$ cat src/rtl/id_operand_stage_pkg.sv
// Shared encodings and widths for the ID-stage operand path: forward selects,
// branch conditions, FSM states and the operand forward-mux helper.
package id_operand_stage_pkg;

  localparam int DATA_W     = 16;
  localparam int REG_ADDR_W = 2;
  localparam int NUM_REGS   = 2 ** REG_ADDR_W;

  typedef logic [DATA_W-1:0]     data_t;
  typedef logic [REG_ADDR_W-1:0] reg_idx_t;

  localparam logic [1:0] FWD_RF  = 2'b00;
  localparam logic [1:0] FWD_MEM = 2'b01;
  localparam logic [1:0] FWD_EX  = 2'b10;
  localparam logic [1:0] FWD_ID  = 2'b11;

  localparam logic [1:0] BR_NONE = 2'b00;
  localparam logic [1:0] BR_BEQ  = 2'b01;
  localparam logic [1:0] BR_BNE  = 2'b10;
  localparam logic [1:0] BR_BGZ  = 2'b11;

  localparam logic [0:0] ST_RUN    = 1'b0;
  localparam logic [0:0] ST_LSTALL = 1'b1;

  // MEM/WB data, EX/MEM value and the EX ALU output are selected by the
  // forwarding unit; FWD_RF falls back to the register file (with bypass).
  function automatic data_t fwd_sel(input logic [1:0] sel, input data_t rf,
                                    input data_t wb, input data_t exmem,
                                    input data_t idex);
    case (sel)
      FWD_MEM: return wb;
      FWD_EX:  return exmem;
      FWD_ID:  return idex;
      default: return rf;
    endcase
  endfunction

endpackage

$ cat src/rtl/id_operand_stage_if.sv
// Bus between decode/forwarding logic and the ID operand stage.
// master drives decode inputs; slave is the operand stage itself.
interface id_operand_stage_if;
  import id_operand_stage_pkg::*;

  logic       instr_valid;
  reg_idx_t   rs, rt, rd;
  logic       regwrite_in;
  logic       memread_in;
  data_t      imm_in;
  logic [1:0] br_cond;
  logic [1:0] IDforwardA, IDforwardB;
  data_t      ex_result;
  data_t      mem_result;
  logic       wb_regwrite;
  reg_idx_t   wb_rd;
  data_t      wb_data;
  logic       flush;

  logic       stall;
  data_t      opA_q, opB_q, imm_q;
  reg_idx_t   rd_q;
  logic       regwrite_q, memread_q, valid_q;
  logic       branch_taken;
  data_t      stall_count;

  modport master (
    output instr_valid, rs, rt, rd, regwrite_in, memread_in, imm_in, br_cond,
           IDforwardA, IDforwardB, ex_result, mem_result, wb_regwrite, wb_rd,
           wb_data, flush,
    input  stall, opA_q, opB_q, imm_q, rd_q, regwrite_q, memread_q, valid_q,
           branch_taken, stall_count
  );

  modport slave (
    input  instr_valid, rs, rt, rd, regwrite_in, memread_in, imm_in, br_cond,
           IDforwardA, IDforwardB, ex_result, mem_result, wb_regwrite, wb_rd,
           wb_data, flush,
    output stall, opA_q, opB_q, imm_q, rd_q, regwrite_q, memread_q, valid_q,
           branch_taken, stall_count
  );

endinterface

$ cat src/rtl/id_operand_stage_regfile.sv
// 4x16 register file: two read ports, one write port, write-through bypass so
// a read of the register being written this cycle returns the new data.
module id_regfile
  import id_operand_stage_pkg::*;
(
  input  logic     clk,
  input  logic     reset_n,
  input  reg_idx_t raddr_a_i,
  input  reg_idx_t raddr_b_i,
  output data_t    rdata_a_o,
  output data_t    rdata_b_o,
  input  logic     we_i,
  input  reg_idx_t waddr_i,
  input  data_t    wdata_i
);

  data_t regs_q [NUM_REGS];

  // NOTE: this array is tiny and architecturally must read 0 after reset, so it
  // is reset like flops; large RAMs would be left unreset to map onto macros.
  always_ff @(posedge clk or negedge reset_n) begin
    if (!reset_n) begin
      for (int i = 0; i < NUM_REGS; i++) regs_q[i] <= '0;
    end else if (we_i) begin
      regs_q[waddr_i] <= wdata_i;
    end
  end

  assign rdata_a_o = (we_i && (waddr_i == raddr_a_i)) ? wdata_i : regs_q[raddr_a_i];
  assign rdata_b_o = (we_i && (waddr_i == raddr_b_i)) ? wdata_i : regs_q[raddr_b_i];

endmodule

$ cat src/rtl/id_operand_stage.sv
// ID-stage operand path: regfile, forward muxes, load-use stall FSM and ID/EX
// register. Optional ID branch resolution enabled by ID_BRANCH_RESOLVE_EN.
module id_operand_stage
  import id_operand_stage_pkg::*;
(
  input logic               clk,
  input logic               reset_n,
  id_operand_stage_if.slave bus
);

  data_t      rf_a, rf_b;
  data_t      opa, opb;
  logic       hazard;
  logic       stall;
  logic       bubble;
  logic [0:0] state_q, state_d;

  data_t      opa_q, opb_q, imm_q;
  reg_idx_t   rd_q;
  logic       regwrite_q, memread_q, valid_q;
  data_t      stall_cnt_q;

  id_regfile u_regfile (
    .clk       (clk),
    .reset_n   (reset_n),
    .raddr_a_i (bus.rs),
    .raddr_b_i (bus.rt),
    .rdata_a_o (rf_a),
    .rdata_b_o (rf_b),
    .we_i      (bus.wb_regwrite),
    .waddr_i   (bus.wb_rd),
    .wdata_i   (bus.wb_data)
  );

  assign opa = fwd_sel(bus.IDforwardA, rf_a, bus.wb_data, bus.mem_result, bus.ex_result);
  assign opb = fwd_sel(bus.IDforwardB, rf_b, bus.wb_data, bus.mem_result, bus.ex_result);

  // Branches share this term: any instruction whose sources hit a load in ID/EX.
  assign hazard = memread_q & regwrite_q & valid_q & bus.instr_valid &
                  ((rd_q == bus.rs) | (rd_q == bus.rt));

  assign stall = (state_q == ST_RUN) & hazard & ~bus.flush;

  // NOTE: every output of this block gets a default first so no path leaves a
  // variable unassigned, which would infer a latch.
  always_comb begin
    state_d = ST_RUN;
    bubble  = 1'b0;
    if (bus.flush) begin
      bubble = 1'b1;
    end else if (stall) begin
      state_d = ST_LSTALL;
      bubble  = 1'b1;
    end
  end

  // NOTE: state is updated with non-blocking assignments so every flop samples
  // pre-edge values regardless of statement order.
  always_ff @(posedge clk or negedge reset_n) begin
    if (!reset_n) begin
      state_q     <= ST_RUN;
      opa_q       <= '0;
      opb_q       <= '0;
      imm_q       <= '0;
      rd_q        <= '0;
      regwrite_q  <= 1'b0;
      memread_q   <= 1'b0;
      valid_q     <= 1'b0;
      stall_cnt_q <= '0;
    end else begin
      state_q    <= state_d;
      opa_q      <= opa;
      opb_q      <= opb;
      imm_q      <= bus.imm_in;
      rd_q       <= bus.rd;
      valid_q    <= bus.instr_valid & ~bubble;
      regwrite_q <= bus.regwrite_in & bus.instr_valid & ~bubble;
      memread_q  <= bus.memread_in & bus.instr_valid & ~bubble;
      if (stall && (stall_cnt_q != '1)) stall_cnt_q <= stall_cnt_q + 1'b1;
    end
  end

`ifdef ID_BRANCH_RESOLVE_EN
  logic br_cond_met;

  always_comb begin
    br_cond_met = 1'b0;
    case (bus.br_cond)
      BR_BEQ:  br_cond_met = (opa == opb);
      BR_BNE:  br_cond_met = (opa != opb);
      BR_BGZ:  br_cond_met = ~opa[DATA_W-1] & (opa != '0);
      default: br_cond_met = 1'b0;
    endcase
  end

  assign bus.branch_taken = bus.instr_valid & br_cond_met & ~stall;
`else
  assign bus.branch_taken = 1'b0;
`endif

  assign bus.stall       = stall;
  assign bus.opA_q       = opa_q;
  assign bus.opB_q       = opb_q;
  assign bus.imm_q       = imm_q;
  assign bus.rd_q        = rd_q;
  assign bus.regwrite_q  = regwrite_q;
  assign bus.memread_q   = memread_q;
  assign bus.valid_q     = valid_q;
  assign bus.stall_count = stall_cnt_q;

endmodule
$ cat src/flat_wrapper.sv
// flat-port wrapper written by rule: the top's interface ports become plain ports
module id_operand_stage_flat import id_operand_stage_pkg::*;
  (clk, reset_n, bus_instr_valid, bus_rs, bus_rt, bus_rd, bus_regwrite_in, bus_memread_in, bus_imm_in, bus_br_cond, bus_IDforwardA, bus_IDforwardB, bus_ex_result, bus_mem_result, bus_wb_regwrite, bus_wb_rd, bus_wb_data, bus_flush, bus_stall, bus_opA_q, bus_opB_q, bus_imm_q, bus_rd_q, bus_regwrite_q, bus_memread_q, bus_valid_q, bus_branch_taken, bus_stall_count);
  id_operand_stage_if bus_i ();
  input logic clk;
  input logic reset_n;
  input wire logic [$bits(bus_i.instr_valid)-1:0] bus_instr_valid;
  input wire logic [$bits(bus_i.rs)-1:0] bus_rs;
  input wire logic [$bits(bus_i.rt)-1:0] bus_rt;
  input wire logic [$bits(bus_i.rd)-1:0] bus_rd;
  input wire logic [$bits(bus_i.regwrite_in)-1:0] bus_regwrite_in;
  input wire logic [$bits(bus_i.memread_in)-1:0] bus_memread_in;
  input wire logic [$bits(bus_i.imm_in)-1:0] bus_imm_in;
  input wire logic [$bits(bus_i.br_cond)-1:0] bus_br_cond;
  input wire logic [$bits(bus_i.IDforwardA)-1:0] bus_IDforwardA;
  input wire logic [$bits(bus_i.IDforwardB)-1:0] bus_IDforwardB;
  input wire logic [$bits(bus_i.ex_result)-1:0] bus_ex_result;
  input wire logic [$bits(bus_i.mem_result)-1:0] bus_mem_result;
  input wire logic [$bits(bus_i.wb_regwrite)-1:0] bus_wb_regwrite;
  input wire logic [$bits(bus_i.wb_rd)-1:0] bus_wb_rd;
  input wire logic [$bits(bus_i.wb_data)-1:0] bus_wb_data;
  input wire logic [$bits(bus_i.flush)-1:0] bus_flush;
  output wire logic [$bits(bus_i.stall)-1:0] bus_stall;
  output wire logic [$bits(bus_i.opA_q)-1:0] bus_opA_q;
  output wire logic [$bits(bus_i.opB_q)-1:0] bus_opB_q;
  output wire logic [$bits(bus_i.imm_q)-1:0] bus_imm_q;
  output wire logic [$bits(bus_i.rd_q)-1:0] bus_rd_q;
  output wire logic [$bits(bus_i.regwrite_q)-1:0] bus_regwrite_q;
  output wire logic [$bits(bus_i.memread_q)-1:0] bus_memread_q;
  output wire logic [$bits(bus_i.valid_q)-1:0] bus_valid_q;
  output wire logic [$bits(bus_i.branch_taken)-1:0] bus_branch_taken;
  output wire logic [$bits(bus_i.stall_count)-1:0] bus_stall_count;
  assign bus_i.instr_valid = bus_instr_valid;
  assign bus_i.rs = bus_rs;
  assign bus_i.rt = bus_rt;
  assign bus_i.rd = bus_rd;
  assign bus_i.regwrite_in = bus_regwrite_in;
  assign bus_i.memread_in = bus_memread_in;
  assign bus_i.imm_in = bus_imm_in;
  assign bus_i.br_cond = bus_br_cond;
  assign bus_i.IDforwardA = bus_IDforwardA;
  assign bus_i.IDforwardB = bus_IDforwardB;
  assign bus_i.ex_result = bus_ex_result;
  assign bus_i.mem_result = bus_mem_result;
  assign bus_i.wb_regwrite = bus_wb_regwrite;
  assign bus_i.wb_rd = bus_wb_rd;
  assign bus_i.wb_data = bus_wb_data;
  assign bus_i.flush = bus_flush;
  assign bus_stall = bus_i.stall;
  assign bus_opA_q = bus_i.opA_q;
  assign bus_opB_q = bus_i.opB_q;
  assign bus_imm_q = bus_i.imm_q;
  assign bus_rd_q = bus_i.rd_q;
  assign bus_regwrite_q = bus_i.regwrite_q;
  assign bus_memread_q = bus_i.memread_q;
  assign bus_valid_q = bus_i.valid_q;
  assign bus_branch_taken = bus_i.branch_taken;
  assign bus_stall_count = bus_i.stall_count;
  id_operand_stage u_core (.clk(clk), .reset_n(reset_n), .bus(bus_i));
endmodule
$ cat config.mk
export PLATFORM = sky130hd
export DESIGN_NAME = id_operand_stage_flat
export DESIGN_NICKNAME = d
export VERILOG_FILES = /design/src/rtl/id_operand_stage_pkg.sv /design/src/rtl/id_operand_stage_if.sv /design/src/rtl/id_operand_stage_regfile.sv /design/src/rtl/id_operand_stage.sv /design/src/flat_wrapper.sv
export SDC_FILE = /design/constraint.sdc
export NUM_CORES = 1
export LEC_CHECK = 0
export ABC_AREA = 1
export BUFFER_PORTS_ARGS = -buffer_cell sky130_fd_sc_hd__buf_2
export CAP_MARGIN = 10
export CORE_MARGIN = 5
export CORE_UTILIZATION = 56
export DETAILED_ROUTE_END_ITERATION = 12
export PLACE_DENSITY = 0.88
export SLEW_MARGIN = 20
export SYNTH_ARGS = -nofsm -noshare
export SYNTH_HDL_FRONTEND = slang
export SYNTH_SLANG_ARGS = --single-unit
$ cat constraint.sdc
create_clock -name clk -period 2.4 [get_ports clk]
set_clock_uncertainty 0.05 [all_clocks]
set_input_delay 0.48 -clock clk [delete_from_list [all_inputs] [get_ports clk]]
set_output_delay 0.48 -clock clk [all_outputs]
set_load 0.005 [all_outputs]
==> run_results.csv, run 1 <==
group,metric,value,unit
final_layout,finish.utilization,68.3,%
final_layout,drive_above_1_share,20.2,%
worst_setup_path,critPathKind,"register to output pin",
yosys,ys_warn_count,0,
yosys,synth_top_area_cell,"dfrtp_1",
global_route,grt_overflow_total,0,
sta,hold_violations,0,
clocking,cts.reportedPaths.clkPinSlew,0.06,ns
global_route,grt_pass1_wl,31900,µm
global_route,grt_max_degree,65,
placement,placed_area,7940,µm²
global_route,track_usage,27.1,%
outcome,status,"finished clean",
placement,placedCellCount,1202,
power_and_ir_drop,p_leak,4.48,nW
clocking,post_cts_buffers,0,
die,die_y,122,µm
clocking,holdBufCountCts,0,
power_and_ir_drop,power.share.clock,41.0,%
die,fp-row-count,41,
clocking,cts_sinks,134,
yosys,async_flop_share,100,%
die,initial_utilization,56.4,%
yosys,synth_area,7030,µm²
worst_setup_path,crit_path_max_fanout,3,
power_and_ir_drop,p_sw,1.69,mW
yosys,synth-edff-count,0,
global_route,grtUsageMet3,6.59,%
final_layout,fin_nets,1135,
worst_setup_path,start_kind,"register",
placement,post-place-ws,0.409,ns
worst_setup_path,end_kind,"output pin",
placement,io_buffers,152,
die,fp.dieArea,14900,µm²
drt,vias,7068,
sta,setup_ws,0.313,ns
drt,vias_per_cell,5.73,
final_layout,diodes,0,
power_and_ir_drop,seq_power_share,42.9,%
final_layout,num-fill-cells,1020,
global_route,grt_pass1_vias,6801,
power_and_ir_drop,power_frac_comb,16.1,%
sta,holdWs,0.0216,ns
job,cap_viol_max_count,0,
placement,routabilityCongestion,0.961,
clocking,cts_tree,"done",
global_route,top_usage_layer,"met2",
yosys,netlist_instances,912,
sta,rsz0062_at_grt,"no",
final_layout,area_delta_synth_final,21.1,%
power_and_ir_drop,p_int,4.49,mW
yosys,yosysUniqueCellTypes,30,
drt,first_pass_iters,6,
die,core,12500,µm²
clocking,cts-htree-levels,4,
sta,worst_slew_pin_slew,1.08,ns
drt,drt-total-wl,19800,µm
sta,finalSetupViolations,0,
worst_setup_path,cp_data_required_time,1.87,ns
power_and_ir_drop,power-per-cell-area,726,nW/µm²
die,ioPinCount,156,
sta,fin_crit_sh,87.0,%
clocking,clock_latency,0.42,ns
power_and_ir_drop,swShare,27.4,%
worst_setup_path,crit_arrival,1.56,ns
power_and_ir_drop,irDropWorstVdd,0.399,mV
sta,period_minus_slack,2.09,ns
clocking,clock_path_buffers,2,
drt,ant_nets,0,
die,die_w,122,µm
drt,wl_per_cell,16.1,µm
yosys,synth.avg_cell_area,7.71,µm²
final_layout,final_area,8520,µm²
final_layout,stdcell_count,1234,
sta,drv_slew,0,
sta,tns,0,ns
yosys,synth_nets,998,
yosys,synth_ff_type,"dfrtp_1",
placement,hpwl,13300,µm
min_path,hold_class,"input port to async pin",
global_route,antenna_found_initial,0,
yosys,yosys-top-cells-count,"261 x nand2_1, 134 x dfrtp_1, 100 x o21ai_0",
clocking,cts_inserted_buffers,17,
power_and_ir_drop,power,6.19,mW
global_route,use_met1,32.8,%
yosys,synth.yosys.seq_area_share,47.7,%
global_route,grt_util_met2,45.3,%
sta,relSlewSlack,27.8,%
yosys,synth_top_area_share,47.7,%
clocking,cts_root_buffer,"clkbuf_16",
yosys,synth_area_leaders,"dfrtp_1 48%, nand2_1 14%, o21ai_0 7.1%",
yosys,synth.most_common_cell,"nand2_1",
clocking,cts_resized,0,
drt,drt_iter0_markers,955,
sta,fmax,0.479,GHz
yosys,synth.ff_latch_count,134,
drt,remaining_drc_errors,0,
-- sequential cells by signal (all words and copies together), names as in the netlist --
signal                   flops
u_core.bus.imm_q            16
u_core.bus.rd_q              2
u_core.bus.opB_q            16
u_core.bus.memread_q         1
u_core.u_regfile.regs_q     64
u_core.bus.regwrite_q        1
u_core.bus.opA_q            16
u_core.state_q               1
u_core.bus.valid_q           1
u_core.bus.stall_count      16
-- cells by family (layout without fill, tap and decap cells) --
logic type | after synthesis | in the layout | share of synthesized area (%)
AO/OA/AOI/OAI | 207 | 207 | 17.6
XOR/XNOR | 10 | 10 | 1.25
adder cells (fa/ha/maj) | 1 | 1 | 0.178
buffers and inverters | 152 | 302 | 8.81
flip-flops | 134 | 134 | 47.7
other | 1 | 1 | 0.0533
AND/OR/NAND/NOR | 407 | 407 | 24.5
-- cells in the final DEF (no fill, tap or decap), types with 5 or more instances in the layout --
cell type,Yosys,layout
buf_2,18,151
nand3_1,76,76
nand4_1,10,10
nor2_1,46,46
o21ai_0,100,100
xnor2_1,8,8
o22ai_1,9,9
o211ai_1,32,32
a221oi_1,24,24
nand2_1,261,261
buf_4,5,16
clkbuf_16,0,17
a21oi_1,40,40
inv_1,97,97
clkinv_2,0,5
dfrtp_1,134,134
-- layer usage --
layer | part of all wire, % | vias to the layer above
met1 | 38 | 3295
li1 | - | 3290
met3 | 11 | 60
met4 | 2.9 | 0
met5 | 0 | -
met2 | 48 | 423
-- worst max-delay path, stage by stage (launching register included) --
cell and delay (ns):
dfrtp_1 0.35, inv_1 0.05, nand3_1 0.05, nor2_1 0.30, nand3_1 0.18, inv_1 0.10
buf_2 0.12
-- layout make-up --
class,count,area (µm²),area share [%]
sequential,134,3350,39.4
multi-input combinational,626,3060,35.9
timing repair buffer,170,936,11.0
clock buffer,23,478,5.61
inverter,100,375,4.41
tap,172,215,2.53
clock inverter,9,100,1.18
-- final timing paths --
kind                                                          from  slack [ns]  cells past startpoint                                      end
max                                       u_core.state_q$_DFF_PN0_        0.31                      6                                bus_stall
min                                                        reset_n        0.02                      1    u_core.bus.stall_count[9]$_DFFE_PN0P_
max reg2reg                  u_core.bus.stall_count[0]$_DFFE_PN0P_        0.44                      7    u_core.bus.stall_count[1]$_DFFE_PN0P_
min reg2reg                u_core.u_regfile.regs_q[38]$_DFFE_PN0P_        0.43                      2  u_core.u_regfile.regs_q[38]$_DFFE_PN0P_
max in group asynchronous                                  reset_n        1.56                      2            u_core.bus.opB_q[3]$_DFF_PN0_
min in group clk                                     bus_imm_in[1]        0.12                      1            u_core.bus.imm_q[1]$_DFF_PN0_
-- power groups by stage --
stage | combinational, mW | sequential [mW] | clock [mW]
finish | 0.995 | 2.66 | 2.54
global route | 1.12 | 2.68 | 2.67
CTS | 0.987 | 2.65 | 2.56
detailed placement | 0.978 | 2.68 | 0
global placement | 0.943 | 2.67 | 0
floorplan | 0.590 | 2.67 | 0
(Power assumes the default switching activity.)
==> inputs of run 2 (changes only) <==
PLACE_DENSITY = 0.87   (was 0.88)
SYNTH_HIERARCHICAL = 1   (was unset)
==> run_results.csv, run 2 <==
group,metric,value,unit
outcome,status,"finished clean",
clocking,cts_tree,"done",
power_and_ir_drop,p_leak,4.98,nW
clocking,clock_path_buffers,2,
global_route,grt_pass1_vias,7036,
drt,drt_iter0_markers,1182,
global_route,grt_max_degree,55,
drt,first_pass_iters,6,
power_and_ir_drop,irDropWorstVdd,0.394,mV
worst_setup_path,crit_family,"simple AND/OR/NAND/NOR gates",
yosys,synth.most_common_cell,"nand2_1",
placement,io_buffers,152,
yosys,synth_nets,1157,
clocking,cts-htree-levels,4,
yosys,synth.yosys.seq_area_share,44.9,%
min_path,hold_class,"input port to register",
yosys,ys_warn_count,6,
final_layout,mostFrequentLayoutCell,"nand2_1",
clocking,cts.reportedPaths.clkPinSlew,0.05,ns
drt,wl_per_cell,14.9,µm
clocking,cts_resized,0,
yosys,synth_top_area_cell,"dfrtp_1",
global_route,track_usage,26.5,%
yosys,synth-edff-count,0,
worst_setup_path,crit_path_max_fanout,4,
worst_setup_path,cp_slowest_stage_delay,0.41,ns
global_route,antenna_found_initial,0,
worst_setup_path,crit_arrival,1.59,ns
sta,worst_slew_pin_slew,0.664,ns
final_layout,fin_nets,1302,
job,cap_viol_max_count,0,
die,fp.dieArea,15800,µm²
final_layout,diodes,0,
die,core,13100,µm²
power_and_ir_drop,power,6.30,mW
yosys,synth_top_area_share,44.9,%
clocking,cts_sinks,134,
sta,finalSetupViolations,0,
placement,routabilityCongestion,0.895,
drt,remaining_drc_errors,0,
worst_setup_path,critPathKind,"register to output pin",
die,die_w,126,µm
sta,setup_ws,0.279,ns
clocking,clock_latency,0.42,ns
worst_setup_path,start_kind,"register",
drt,ant_nets,0,
global_route,grt_pass1_wl,34300,µm
worst_setup_path,ff2ff_setup_slack,0.71,ns
clocking,cts_root_buffer,"clkbuf_16",
sta,drv_slew,0,
placement,post-place-ws,0.381,ns
sta,tns,0,ns
global_route,grt_overflow_total,0,
drt,drt-total-wl,20900,µm
worst_setup_path,crit_path_top_delay_cell,"dfrtp_1",
yosys,synth.avg_cell_area,6.98,µm²
yosys,synth.ff_latch_count,134,
worst_setup_path,path_buf_inv,3,
die,fp-row-count,42,
sta,fmax,0.472,GHz
sta,hold_violations,0,
clocking,cts_inserted_buffers,17,
die,initial_utilization,56.9,%
final_layout,drive_above_1_share,18.3,%
sta,relSlewSlack,55.7,%
die,ioPinCount,156,
sta,rsz0062_at_grt,"no",
sta,period_minus_slack,2.12,ns
worst_setup_path,cp_data_required_time,1.87,ns
final_layout,area_delta_synth_final,20.3,%
yosys,netlist_instances,1071,
worst_setup_path,cpMostUsedCell,"nand2_1",
drt,vias_per_cell,5.39,
yosys,yosys-top-cells-count,"505 x nand2_1, 134 x dfrtp_1, 108 x nand3_1",
yosys,synth_ff_type,"dfrtp_1",
final_layout,top_register,"u_core/u_regfile/regs_q",
yosys,synth_area_leaders,"dfrtp_1 45%, nand2_1 25%, nand3_1 7.2%",
power_and_ir_drop,power-per-cell-area,701,nW/µm²
yosys,yosysUniqueCellTypes,31,
final_layout,largest_reg_flops,64,
die,die_y,126,µm
worst_setup_path,end_kind,"output pin",
yosys,async_flop_share,100,%
sta,fin_crit_sh,88.4,%
placement,hpwl,14800,µm
drt,vias,7574,
worst_setup_path,crit_chain,"inv_1 -> nand2_1 -> nand2_1 -> nand2_1 -> nand2_1 -> nand3_1 -> inv_1 -> buf_2",
final_layout,mostFrequentLayoutCells,"505 x nand2_1, 151 x buf_2, 134 x dfrtp_1, 108 x nand3_1, 106 x inv_1",
yosys,synth_area,7470,µm²
==> run 2: cell count changes in the layout (fill, tap and decap cells not counted), moves of 22 or more <==
| cell | previous run | this run |
|---|---|---|
| a21oi_1 | 40 | 0 |
| nand2_1 | 261 | 505 |
| o21ai_0 | 100 | 66 |
| a221oi_1 | 24 | 0 |
| nand3_1 | 76 | 108 |
| nand4_1 | 10 | 42 |
| o211ai_1 | 32 | 0 |
| nor2_1 | 46 | 24 |
==> run 2: timing repair <==
action,in CTS,in global routing
buffers inserted,0,0
hold buffers,1,0
hold endpoints to repair,31,0
==> run 2: stage by stage <==
step / utilization, % / instances / hold slack (ns) / cell area, µm²
after floorplan: - / 1071 / 0.134 / 7470
after global placement: 64.0 / 1372 / 0.403 / 8410
after detailed placement: 64.0 / 1372 / 0.408 / 8410
after CTS: 68.4 / 1404 / 0.106 / 8990
after global routing: 68.4 / 1404 / 0.0985 / 8990
final: 68.4 / 1404 / 0.112 / 8990
==> run 2: kinds of logic (layout without fill, tap and decap cells) <==
logic type      count (synthesis)  in the layout  share of synthesized area [%]
compound gates                 68             68                           4.79
xor+xnor                       11             11                           1.54
fa+ha+maj                       1              1                          0.167
buf+inv                       160            317                           8.96
flops                         134            134                           44.9
other cells                     1              1                         0.0502
simple gates                  696            696                           39.6
==> run 2: worst reg2reg max path: cells and delay by family (launching register included) <==
kind / cells / cell delay, ns
adder cells (fa/ha/maj): 1 / 0.29
buffers and inverters: 1 / 0.07
flip-flops: 1 / 0.44
AND/OR/NAND/NOR: 5 / 0.74
==> run 2: final cells by class <==
cell class              instances  area [µm²]
clock buffers                  20         457
inverters                     110         415
repair buffers                176         983
well taps                     176         220
clock inverters                11         108
fillers                      1044        4150
flip-flops and latches        134        3350
multi-input cells             777        3450
==> run 2: final timing paths <==
kind | start | to | cells past startpoint
max | u_core/bus.rd_q[1]$_DFF_PN0_ | bus_stall | 8
min reg2reg | u_core/u_regfile/regs_q[41]$_DFFE_PN0P_ | u_core/u_regfile/regs_q[41]$_DFFE_PN0P_ | 2
min | bus_imm_in[1] | u_core/bus.imm_q[1]$_DFF_PN0_ | 1
max in group asynchronous | reset_n | u_core/bus.opA_q[8]$_DFF_PN0_ | 3
max reg2reg | u_core/bus.stall_count[0]$_DFFE_PN0P_ | u_core/bus.stall_count[12]$_DFFE_PN0P_ | 7
min in group asynchronous | reset_n | u_core/bus.imm_q[5]$_DFF_PN0_ | 2
==> run 2: routing by layer <==
metal | GRT usage, % | vias up | part of all wire, %
met4 | 7.84 | 0 | 1.7
met5 | 0 | - | 0
li1 | - | 3638 | -
met1 | 36.3 | 3455 | 41
met2 | 42.1 | 428 | 47
met3 | 6.31 | 53 | 11
==> run 2: where the power goes <==
group	total [mW]	switching [mW]	internal (mW)
Sequential	2.62	0.113	2.51
Clock	2.51	0.948	1.56
Combinational	1.17	0.748	0.419
==> inputs of run 3 (changes only) <==
MAX_ROUTING_LAYER = met4   (was unset)
==> run_results.csv, run 3 (same netlist as run 2, synthesis figures left out) <==
group,metric,value,unit
outcome,status,"finished clean",
sta,tns,0,ns
die,ioPinCount,156,
sta,worst_slew_pin_slew,0.681,ns
power_and_ir_drop,irDropWorstVdd,0.387,mV
sta,relSlewSlack,54.6,%
drt,first_pass_iters,7,
die,die_y,126,µm
worst_setup_path,crit_chain,"inv_1 -> nand2_1 -> nand2_1 -> nand2_1 -> nand2_1 -> nand3_1 -> inv_1 -> buf_2",
worst_setup_path,start_kind,"register",
worst_setup_path,cpMostUsedCell,"nand2_1",
final_layout,seq_area,3350,µm²
global_route,grt_pass1_vias,7027,
clocking,cts_inserted_buffers,17,
global_route,grt_overflow_total,0,
sta,period_minus_slack,2.12,ns
global_route,grt_max_degree,55,
placement,routabilityCongestion,0.910,
clocking,cts.reportedPaths.clkPinSlew,0.05,ns
die,fp-row-count,42,
final_layout,mostFrequentLayoutCell,"nand2_1",
final_layout,drive_above_1_share,18.3,%
clocking,cts-htree-levels,4,
final_layout,num-fill-cells,1044,
placement,hpwl,14800,µm
placement,io_buffers,152,
sta,fin_crit_sh,88.2,%
sta,fmax,0.473,GHz
worst_setup_path,cp_slowest_stage_delay,0.41,ns
final_layout,fin_nets,1302,
drt,drt-total-wl,20900,µm
drt,vias,7627,
drt,ant_nets,0,
final_layout,mostFrequentLayoutCells,"505 x nand2_1, 151 x buf_2, 134 x dfrtp_1, 108 x nand3_1, 106 x inv_1",
final_layout,multiInputGateArea,3450,µm²
worst_setup_path,crit_path_top_delay_cell,"dfrtp_1",
min_path,hold_class,"input port to register",
worst_setup_path,crit_arrival,1.59,ns
worst_setup_path,end_kind,"output pin",
drt,drt_iter0_markers,1174,
worst_setup_path,crit_path_max_fanout,4,
clocking,clock_path_buffers,2,
job,cap_viol_max_count,0,
global_route,grt_pass1_wl,34300,µm
final_layout,top_register,"u_core/u_regfile/regs_q",
die,fp.dieArea,15800,µm²
clocking,cts_tree,"done",
sta,finalSetupViolations,0,
sta,rsz0062_at_grt,"no",
final_layout,diodes,0,
worst_setup_path,critPathKind,"register to output pin",
drt,vias_per_cell,5.43,
sta,hold_violations,0,
final_layout,largest_reg_flops,64,
global_route,antenna_found_initial,0,
power_and_ir_drop,power-per-cell-area,700,nW/µm²
final_layout,area_delta_synth_final,20.3,%
drt,wl_per_cell,14.9,µm
sta,drv_slew,0,
clocking,cts_sinks,134,
clocking,post_cts_buffers,0,
clocking,clock_latency,0.42,ns
die,die_w,126,µm
worst_setup_path,cp_data_required_time,1.87,ns
global_route,track_usage,27.3,%
die,core,13100,µm²
die,initial_utilization,56.9,%
clocking,cts_root_buffer,"clkbuf_16",
power_and_ir_drop,p_leak,4.98,nW
drt,remaining_drc_errors,0,
power_and_ir_drop,power,6.29,mW
-- run 3: cell counts in the layout (fill, tap and decap cells not counted) --
No cell type changed its count.
-- run 3: cell type report --
| cell class | instances | share of cell area [%] |
|---|---|---|
| clock buffers | 20 | 5.08 |
| clock inverters | 11 | 1.20 |
| inverters | 110 | 4.62 |
| multi-input cells | 777 | 38.4 |
| flip-flops and latches | 134 | 37.3 |
| well taps | 176 | 2.45 |
| repair buffers | 176 | 10.9 |
-- run 3: routing by layer --
| layer | track usage, % | vias to the layer above | wire [µm] |
|---|---|---|---|
| met5 | - | - | 0 |
| met4 | 7.84 | 0 | 333 |
| met1 | 36.4 | 3473 | 8650 |
| li1 | - | 3645 | - |
| met3 | 6.31 | 44 | 2170 |
| met2 | 42.2 | 465 | 9710 |
-- run 3: repair_timing --
action / in CTS / in global routing
gates resized for setup: 0 / 0
hold endpoints to repair: 31 / 0
hold buffers: 1 / 0
-- run 3: report_power, final --
group | internal (mW) | switching (mW)
Clock | 1.56 | 0.937
Combinational | 0.419 | 0.749
Sequential | 2.51 | 0.112
Total | 4.49 | 1.80
-- run 3: worst paths after layout --
kind / start / end / slack, ns / cells past startpoint
max: u_core/bus.rd_q[1]$_DFF_PN0_ / bus_stall / 0.28 / 8
min reg2reg: u_core/u_regfile/regs_q[41]$_DFFE_PN0P_ / u_core/u_regfile/regs_q[41]$_DFFE_PN0P_ / 0.43 / 2
min in group asynchronous: reset_n / u_core/bus.imm_q[5]$_DFF_PN0_ / 0.51 / 2
max reg2reg: u_core/bus.stall_count[0]$_DFFE_PN0P_ / u_core/bus.stall_count[12]$_DFFE_PN0P_ / 0.72 / 7
max in group asynchronous: reset_n / u_core/bus.opA_q[7]$_DFF_PN0_ / 1.16 / 3
min: bus_imm_in[1] / u_core/bus.imm_q[1]$_DFF_PN0_ / 0.12 / 1
-- run 3: worst max-delay path, delay by kind of cell (launching register included) --
kind	cells	cell delay [ns]
and+or+nand+nor	5	0.46
DFF	1	0.41
buffers and inverters	3	0.31
-- run 3: metrics by stage --
| step | util (%) | instance area (µm²) | setup slack [ns] | hold WS (ns) | instances |
|---|---|---|---|---|---|
| 5_1_grt | 68.4 | 8990 | 0.147 | 0.0971 | 1404 |
| 4_1_cts | 68.4 | 8990 | 0.271 | 0.106 | 1404 |
| 3_3_place_gp | 64.0 | 8410 | 0.417 | 0.403 | 1372 |
| 2_1_floorplan | - | 7470 | 0.820 | 0.134 | 1071 |
| 3_5_place_dp | 64.0 | 8410 | 0.381 | 0.408 | 1372 |
| 6_report | 68.4 | 8990 | 0.284 | 0.117 | 1404 |
